--- src/rtl/sort_array_p.sv ---
// Insertion sorter: entries are placed in key order as they arrive, then the
// frame is drained from slot 0 with a valid/ready handshake.
//
// state | meaning
// LOAD  | accepting entries, each one inserted in sorted position on arrival
// DRAIN | presenting slot 0 and shifting the array up on every handshake
module sort_array_p #(
    parameter int DEPTH   = 32,
    parameter int KEY_W   = 24,
    parameter int TAG_W   = 5,
    parameter int DESCEND = 0,
    localparam int CW     = $clog2(DEPTH + 1),
    localparam int EW     = KEY_W + TAG_W
) (
    input  logic                clk,
    input  logic                reset,
    input  logic                in_valid,
    output logic                in_ready,
    input  logic [KEY_W-1:0]    in_key,
    input  logic [TAG_W-1:0]    in_tag,
    input  logic                in_last,
    output logic                out_valid,
    input  logic                out_ready,
    output logic [KEY_W-1:0]    out_key,
    output logic [TAG_W-1:0]    out_tag,
    output logic                out_last,
    output logic [CW-1:0]       count,
    output logic [DEPTH*EW-1:0] sorted
);

    typedef enum logic {LOAD, DRAIN} state_t;

    localparam logic [CW-1:0] DEPTH_C = CW'(DEPTH);
    localparam logic [CW-1:0] ONE_C   = CW'(1);

    state_t           state_q, state_d;
    logic [CW-1:0]    count_q, count_d;
    logic [KEY_W-1:0] key_q [DEPTH];
    logic [KEY_W-1:0] key_d [DEPTH];
    logic [TAG_W-1:0] tag_q [DEPTH];
    logic [TAG_W-1:0] tag_d [DEPTH];
    logic [DEPTH-1:0] beyond;
    logic             accept;

    assign in_ready  = (state_q == LOAD) && (count_q < DEPTH_C);
    assign accept    = in_valid && in_ready;
    assign out_valid = (state_q == DRAIN);
    assign out_key   = out_valid ? key_q[0] : '0;
    assign out_tag   = out_valid ? tag_q[0] : '0;
    assign out_last  = out_valid && (count_q == ONE_C);
    assign count     = count_q;

    for (genvar g = 0; g < DEPTH; g++) begin : g_sorted
        assign sorted[g*EW +: EW] = {key_q[g], tag_q[g]};
    end

    // Equal keys are never "beyond", so a new entry lands after its equals.
    always_comb begin
        beyond = '0;
        for (int i = 0; i < DEPTH; i++) begin
            if (CW'(i) < count_q) begin
                if (DESCEND != 0) beyond[i] = key_q[i] < in_key;
                else              beyond[i] = key_q[i] > in_key;
            end
        end
    end

    always_comb begin
        state_d = state_q;
        count_d = count_q;
        for (int i = 0; i < DEPTH; i++) begin
            key_d[i] = key_q[i];
            tag_d[i] = tag_q[i];
        end
        case (state_q)
            LOAD: begin
                if (accept) begin
                    if (beyond[0] || count_q == '0) begin
                        key_d[0] = in_key;
                        tag_d[0] = in_tag;
                    end
                    for (int i = 1; i < DEPTH; i++) begin
                        if (beyond[i-1]) begin
                            key_d[i] = key_q[i-1];
                            tag_d[i] = tag_q[i-1];
                        end else if (beyond[i] || CW'(i) == count_q) begin
                            key_d[i] = in_key;
                            tag_d[i] = in_tag;
                        end
                    end
                    count_d = count_q + ONE_C;
                    if (in_last || count_q == DEPTH_C - ONE_C) state_d = DRAIN;
                end
            end
            DRAIN: begin
                if (out_ready) begin
                    // Unoccupied slots hold zero, so a plain shift clears the tail.
                    for (int i = 0; i < DEPTH - 1; i++) begin
                        key_d[i] = key_q[i+1];
                        tag_d[i] = tag_q[i+1];
                    end
                    key_d[DEPTH-1] = '0;
                    tag_d[DEPTH-1] = '0;
                    count_d = count_q - ONE_C;
                    if (count_q == ONE_C) state_d = LOAD;
                end
            end
            default: state_d = LOAD;
        endcase
    end

    always_ff @(posedge clk or negedge reset) begin
        if (!reset) begin
            state_q <= LOAD;
            count_q <= '0;
            for (int i = 0; i < DEPTH; i++) begin
                key_q[i] <= '0;
                tag_q[i] <= '0;
            end
        end else begin
            state_q <= state_d;
            count_q <= count_d;
            for (int i = 0; i < DEPTH; i++) begin
                key_q[i] <= key_d[i];
                tag_q[i] <= tag_d[i];
            end
        end
    end

endmodule

--- config.mk ---
export PLATFORM = sky130hd
export DESIGN_NAME = sort_array_p
export DESIGN_NICKNAME = d
export VERILOG_FILES = /design/src/rtl/sort_array_p.sv
export SDC_FILE = /design/constraint.sdc
export NUM_CORES = 2
export LEC_CHECK = 0
export CORE_ASPECT_RATIO = 0.9
export CORE_MARGIN = 5
export CORE_UTILIZATION = 30
export DETAILED_ROUTE_END_ITERATION = 12
export HOLD_SLACK_MARGIN = 0.05
export MAX_ROUTING_LAYER = met4
export PLACE_DENSITY = 0.51
export REMOVE_ABC_BUFFERS = 1
export SETUP_SLACK_MARGIN = 0.4
export SLEW_MARGIN = 25
export SYNTH_ARGS = -nofsm -noshare
export SYNTH_HDL_FRONTEND = slang
export SYNTH_SLANG_ARGS = --single-unit
--- constraint.sdc ---
create_clock -name clk -period 2.97 [get_ports clk]
set_input_delay 0.297 -clock clk [delete_from_list [all_inputs] [get_ports clk]]
set_output_delay 0.297 -clock clk [all_outputs]
set_load 0.01 [all_outputs]
## After elaboration in Yosys (flattened, before gate mapping)

Index checks and enable logic that the tools add are counted.

| word-level totals | value |
|---|---|
| bits in latches | 0 |
| word-level logic and storage cells | 445 |
| memories | 0 |
| bits in writable memories | 0 |
| bits in read-only memories | 0 |
| flip-flop bits (word level) | 935 |
| input bits | 34 |

| cells by class | value |
|---|---|
| bitwise logic cells | 1 |
| shift operators | 0 |
| multipliers | 0 |
| reductions and logical operators | 70 |
| div/mod/pow operators | 0 |
| equal/unequal tests | 67 |
| order comparisons | 65 |
| add/subtract/negate cells | 2 |
| muxes and demuxes | 174 |

Operators with widths:

| operator | count |
|---|---|
| 2-to-1 mux 24 bit | 64 |
| 2-to-1 mux 768 bit | 2 |
| one-hot mux 768 bit (2 select lines) | 1 |
| greater-than comparator 24 bit | 32 |
| 2-to-1 mux 160 bit | 2 |
| 2-to-1 mux 5 bit | 64 |
| one-hot mux 160 bit (2 select lines) | 1 |
| equality test 5 x 6 -> 1 bit (first input constant) | 16 |
| < comparator 5 x 6 -> 1 bit (first input constant) | 16 |
| AND reduction 3 bit | 32 |
| inequality test 3 x 2 -> 1 bit (second input constant) | 31 |
| equality test 4 x 6 -> 1 bit (first input constant) | 8 |
| < comparator 4 x 6 -> 1 bit (first input constant) | 8 |
| 2-to-1 mux 1 bit | 36 |
| logical OR 1 bit | 33 |
| equality test 3 x 6 -> 1 bit (first input constant) | 4 |
| < comparator 3 x 6 -> 1 bit (first input constant) | 4 |
| equality test 2 x 6 -> 1 bit (first input constant) | 2 |
| < comparator 1 x 6 -> 1 bit (first input constant) | 2 |
| < comparator 2 x 6 -> 1 bit (first input constant) | 2 |
| 2-to-1 mux 6 bit | 2 |
| one-hot mux 6 bit (2 select lines) | 1 |
| adder 6 x 1 -> 6 bit (second input constant) | 1 |
| equality test 1 x 6 -> 1 bit (first input constant) | 1 |
| 11 further kinds | 14 |

## Longest topological paths before layout

| depth | value |
|---|---|
| depth in word-level cells | 7 |
| gate-level depth with buffers | 14 |

## Worst setup path after synthesis

OpenSTA, ideal clock, no wires.

| timing | value |
|---|---|
| kind | input port to flip-flop |
| start | input in_key[22] |
| end | register key_q, in the netlist sorted[448] |
| arrival time | 3.513 ns |
| data required time | 2.845 ns |
| setup time | 0.125 ns |
| cell stages on the path | 10 |
| slack | -0.668 ns |
| path through | clkinv_1 -> ha_1 -> nand4_1 -> nor4_2 -> and4_1 -> a22o_2 -> a41oi_2 -> o41ai_4 -> buf_6 -> mux2_2 |

| on the way | value |
|---|---|
| word-level cells in the longest chain between the ends | 5 |

Ends and longest elaborated chain:

| what | line | text |
|---|---|---|
| start: declaration | 19 | `input logic [KEY_W-1:0] in_key,` |
| greater-than comparator 24 bit | 63 | `else beyond[i] = key_q[i] > in_key;` |
| 2-to-1 mux 1 bit | 61 | `if (CW'(i) < count_q) begin` |
| 2-to-1 mux 24 bit or logical OR 1 bit (tied branches) | 83, 86 |  |
| 2-to-1 mux 768 bit or inequality test 3 x 2 -> 1 bit (tied branches) | -- |  |
| one-hot mux 768 bit (2 select lines) or AND reduction 3 bit (tied branches) | -- |  |
| end signal: indexed assignment | 124 | `key_q[i] <= key_d[i];` |
| end: declaration | 38 | `logic [KEY_W-1:0] key_q [DEPTH];` |

Several ways; a longest one is shown, not always the timed one. The select of a mux whose other input is x is not followed.
A chain may end at the register's enable or synchronous reset.

## Worst setup path after layout

| timing | value |
|---|---|
| start | register key_q, in the netlist sorted[666] |
| end | register key_q, in the netlist sorted[653] |

| on the way | value |
|---|---|
| word-level cells in the longest chain between the ends | 5 |

Ends and longest elaborated chain:

| what | line | text |
|---|---|---|
| greater-than comparator 24 bit | 63 |  |
| 2-to-1 mux 1 bit | 61 |  |
| logical OR 1 bit | 86 | `end else if (beyond[i] \|\| CW'(i) == count_q) begin` |
| inequality test 3 x 2 -> 1 bit (no source line) | -- |  |
| AND reduction 3 bit (no source line) | -- |  |

No other way between the ends.

==> flow_metrics.tcl <==
set metrics [dict create \
    clk_path_buf_depth 3 \
    drt_iter0_markers 9590 \
    place.gp.congestion 1.01 \
    first_global_vias 78356 \
    yosysWarnings 0 \
    drv_cap 0 \
    dieArea_um2 245000 \
    syn2layout_area_growth_pct 56.3 \
    fin_nets 10807 \
    layout-drive-gt1-share_pct 29.6 \
    worstReg2RegStart "sorted[666]" \
    clk_latency_ns 0.83 \
    synth.distinct_cells 87 \
    initial_core_util_pct 30.2 \
    max_slew.worst_pin.slew_ns 0.945 \
    port_buffers 999 \
    final_common_cell "buf_4" \
    yosysSeqAreaShare_pct 33.2 \
    cts_buffers 121 \
    crit_fanout 7 \
    layout_worst_path_cycle_share_pct 114 \
    regArea_um2 23400 \
    ys_ff_latch 935 \
    worstHoldEndpoint "sorted[748]" \
    outcome "complete, but fails checks" \
    power_leakage_nw 47.4 \
    final.min_clock_period_ns 3.38 \
    place_inst 12659 \
    ys_async_sr_fraction_pct 100 \
    rows 168 \
    finalHoldViolations 0 \
    p_total_mw 147 \
    r2r_slack_ns -0.41 \
    cts-root-buf "clkbuf_16" \
    start_kind "flip-flop" \
    cp.required_ns 3.67 \
    die_w_um 521 \
    violations "negative setup slack" \
    synth_edf_count 0 \
    worstHoldPathCells 5 \
    crit_type "flip-flop to flip-flop" \
    setup.worst_path.end_class "flip-flop" \
    routedWlPerCell_um 37.3 \
    most-common-layout-cells "buf_4 (1490), clkdlybuf4s50_1 (977), dfrtp_1 (931), ha_1 (720), a21oi_1 (715)" \
    clock.fmax_ghz 0.296 \
    hp-class "primary input to flip-flop" \
    rsz0062_at_grt "yes" \
    viasPerCell 6.13 \
    relSlewSlack_pct 36.3 \
    dp_slack_ns -1.79 \
    synth_cells 7535 \
    synth_top_flop_cell "dfrtp_1" \
    multi_input_area_um2 47600 \
    report.final.slew_viol_count 0 \
    drc 0 \
    vias 80882 \
    grt_pass1_wl_um 656000 \
    avgSynthCellArea_um2 9.35 \
    num-fill-cells 21901 \
    grt_usage_pct 38.9 \
    cts.reportedPaths.clkPinSlew_ns 0.06 \
    gr-total-overflow 0 \
    worst_clock_skew_ns 0.0559 \
    clkSinkCount 935 \
    whs_ns 0.118 \
    cts_tree "yes" \
    final_util_pct 47.2 \
    rr_endpoint "sorted[653]" \
    fp.coreArea_um2 233000 \
    synthesis.area_um2 70500 \
    die_h_um 470 \
    antenna_found_initial 33 \
    drtPass1Iterations 6 \
    irDropWorstVdd_mv 0.719 \
    ios 1000 \
    reg2reg_depth 14 \
    stdcell_count 13192 \
    layout_setup_ws_ns -0.412 \
    powerDensity_nw_per_um2 1330 \
    finalWirelength_um 493000 \
    htree_levels 3 \
    min-delay-start "in_key[18]" \
    antenna_left 0 \
    grt_max_degree 108 \
    setup-violations-final 537 \
    arrival_ns 4.08 \
    dp_hpwl_um 368000 \
]
==> worst max-delay path: stages (launching register included) <==
cell and delay [ns]:
dfrtp_1 0.41, ha_4 0.29, nand4_1 0.17, buf_4 0.22, nor4_4 0.30, buf_6 0.19, and4_4 0.25, o31a_1 0.29
o31ai_4 0.16, nand2_2 0.13, o31ai_4 0.07, buf_6 0.17, buf_12 0.13, buf_16 0.15, mux2_4 0.30
==> cell usage after synthesis, drive strengths merged, types with 153 or more instances <==
library cell	number	area (µm²)
dfrtp	935	23400
nand4	155	976
o21ai	412	2080
a21oi	739	3700
a221oi	164	1440
nand2	486	1820
inv	264	991
mux2i	537	5380
nor2	346	1300
clkbuf	351	1320
a21o	153	1150
buf	248	1390
nor3	569	2850
a32o	290	2900
ha	772	9660
mux2	284	3200
o21a	193	1450
==> power by group <==
part	internal [mW]	switching (mW)	total, mW
Clock	9.31	6.83	16.1
Combinational	47.4	59.1	107
Sequential	18.5	5.68	24.2
==> layout make-up <==
type                       instances  share of cell area (%)
tap                             3060                    3.48
clock inverter                    31                   0.388
inverter                         287                    1.02
sequential                       935                    21.2
multi-input combinational       5714                    43.2
clock buffer                     192                    3.38
timing repair buffer            2942                    27.2
antenna                           31                  0.0704
==> repair_timing <==
| action | in CTS | in global routing |
|---|---|---|
| hold buffers | 3 | 0 |
| endpoints found under the hold margin | 487 | 0 |
| endpoints found under the setup margin | 962 | 962 |
| resized for setup | 702 | 403 |
| gates cloned | 62 | 28 |
| setup buffers | 120 | 66 |
| pin swaps | 206 | 148 |
==> flip-flops by register name, summed over array words and instances (netlist names) <==
register,count
sorted,928
out_valid,1
count,6
==> per-stage QoR <==
step	cell area, µm²	TNS (ns)
2_1_floorplan	67800	-
3_3_place_gp	97200	-1173.77
3_5_place_dp	97200	-1176.08
4_1_cts	107000	-42.57
5_1_grt	110000	-112.57
6_report	110000	-92.74
==> metal layers <==
layer	wire length, µm	share of wire [%]	track usage, %
met1	195000	40	48.4
met3	52500	11	10.6
met4	37600	7.6	23.0
met5	0	0	-
met2	208000	42	56.3
==> kinds of logic (layout without fill, tap and decap cells) <==
kind of cell | Yosys count | count (layout) | synth area share (%)
compound gates | 2326 | 2326 | 23.5
xor+xnor | 6 | 6 | 0.0746
fa+ha+maj | 772 | 772 | 13.7
buf+inv | 886 | 3452 | 5.38
flops | 935 | 935 | 33.2
mux | 821 | 821 | 12.2
other cells | 0 | 31 | 0
simple gates | 1789 | 1789 | 11.9
==> worst max path at each step <==
stage                            from           to  cells past startpoint
after floorplan             out_valid  sorted[145]                      4
after global placement     in_key[23]  sorted[644]                     16
after detailed placement   in_key[18]  sorted[841]                     14
after CTS                 sorted[905]  sorted[901]                     12
after global routing      sorted[666]  sorted[653]                     14
final                     sorted[666]  sorted[653]                     14
(Power assumes the default switching activity.)
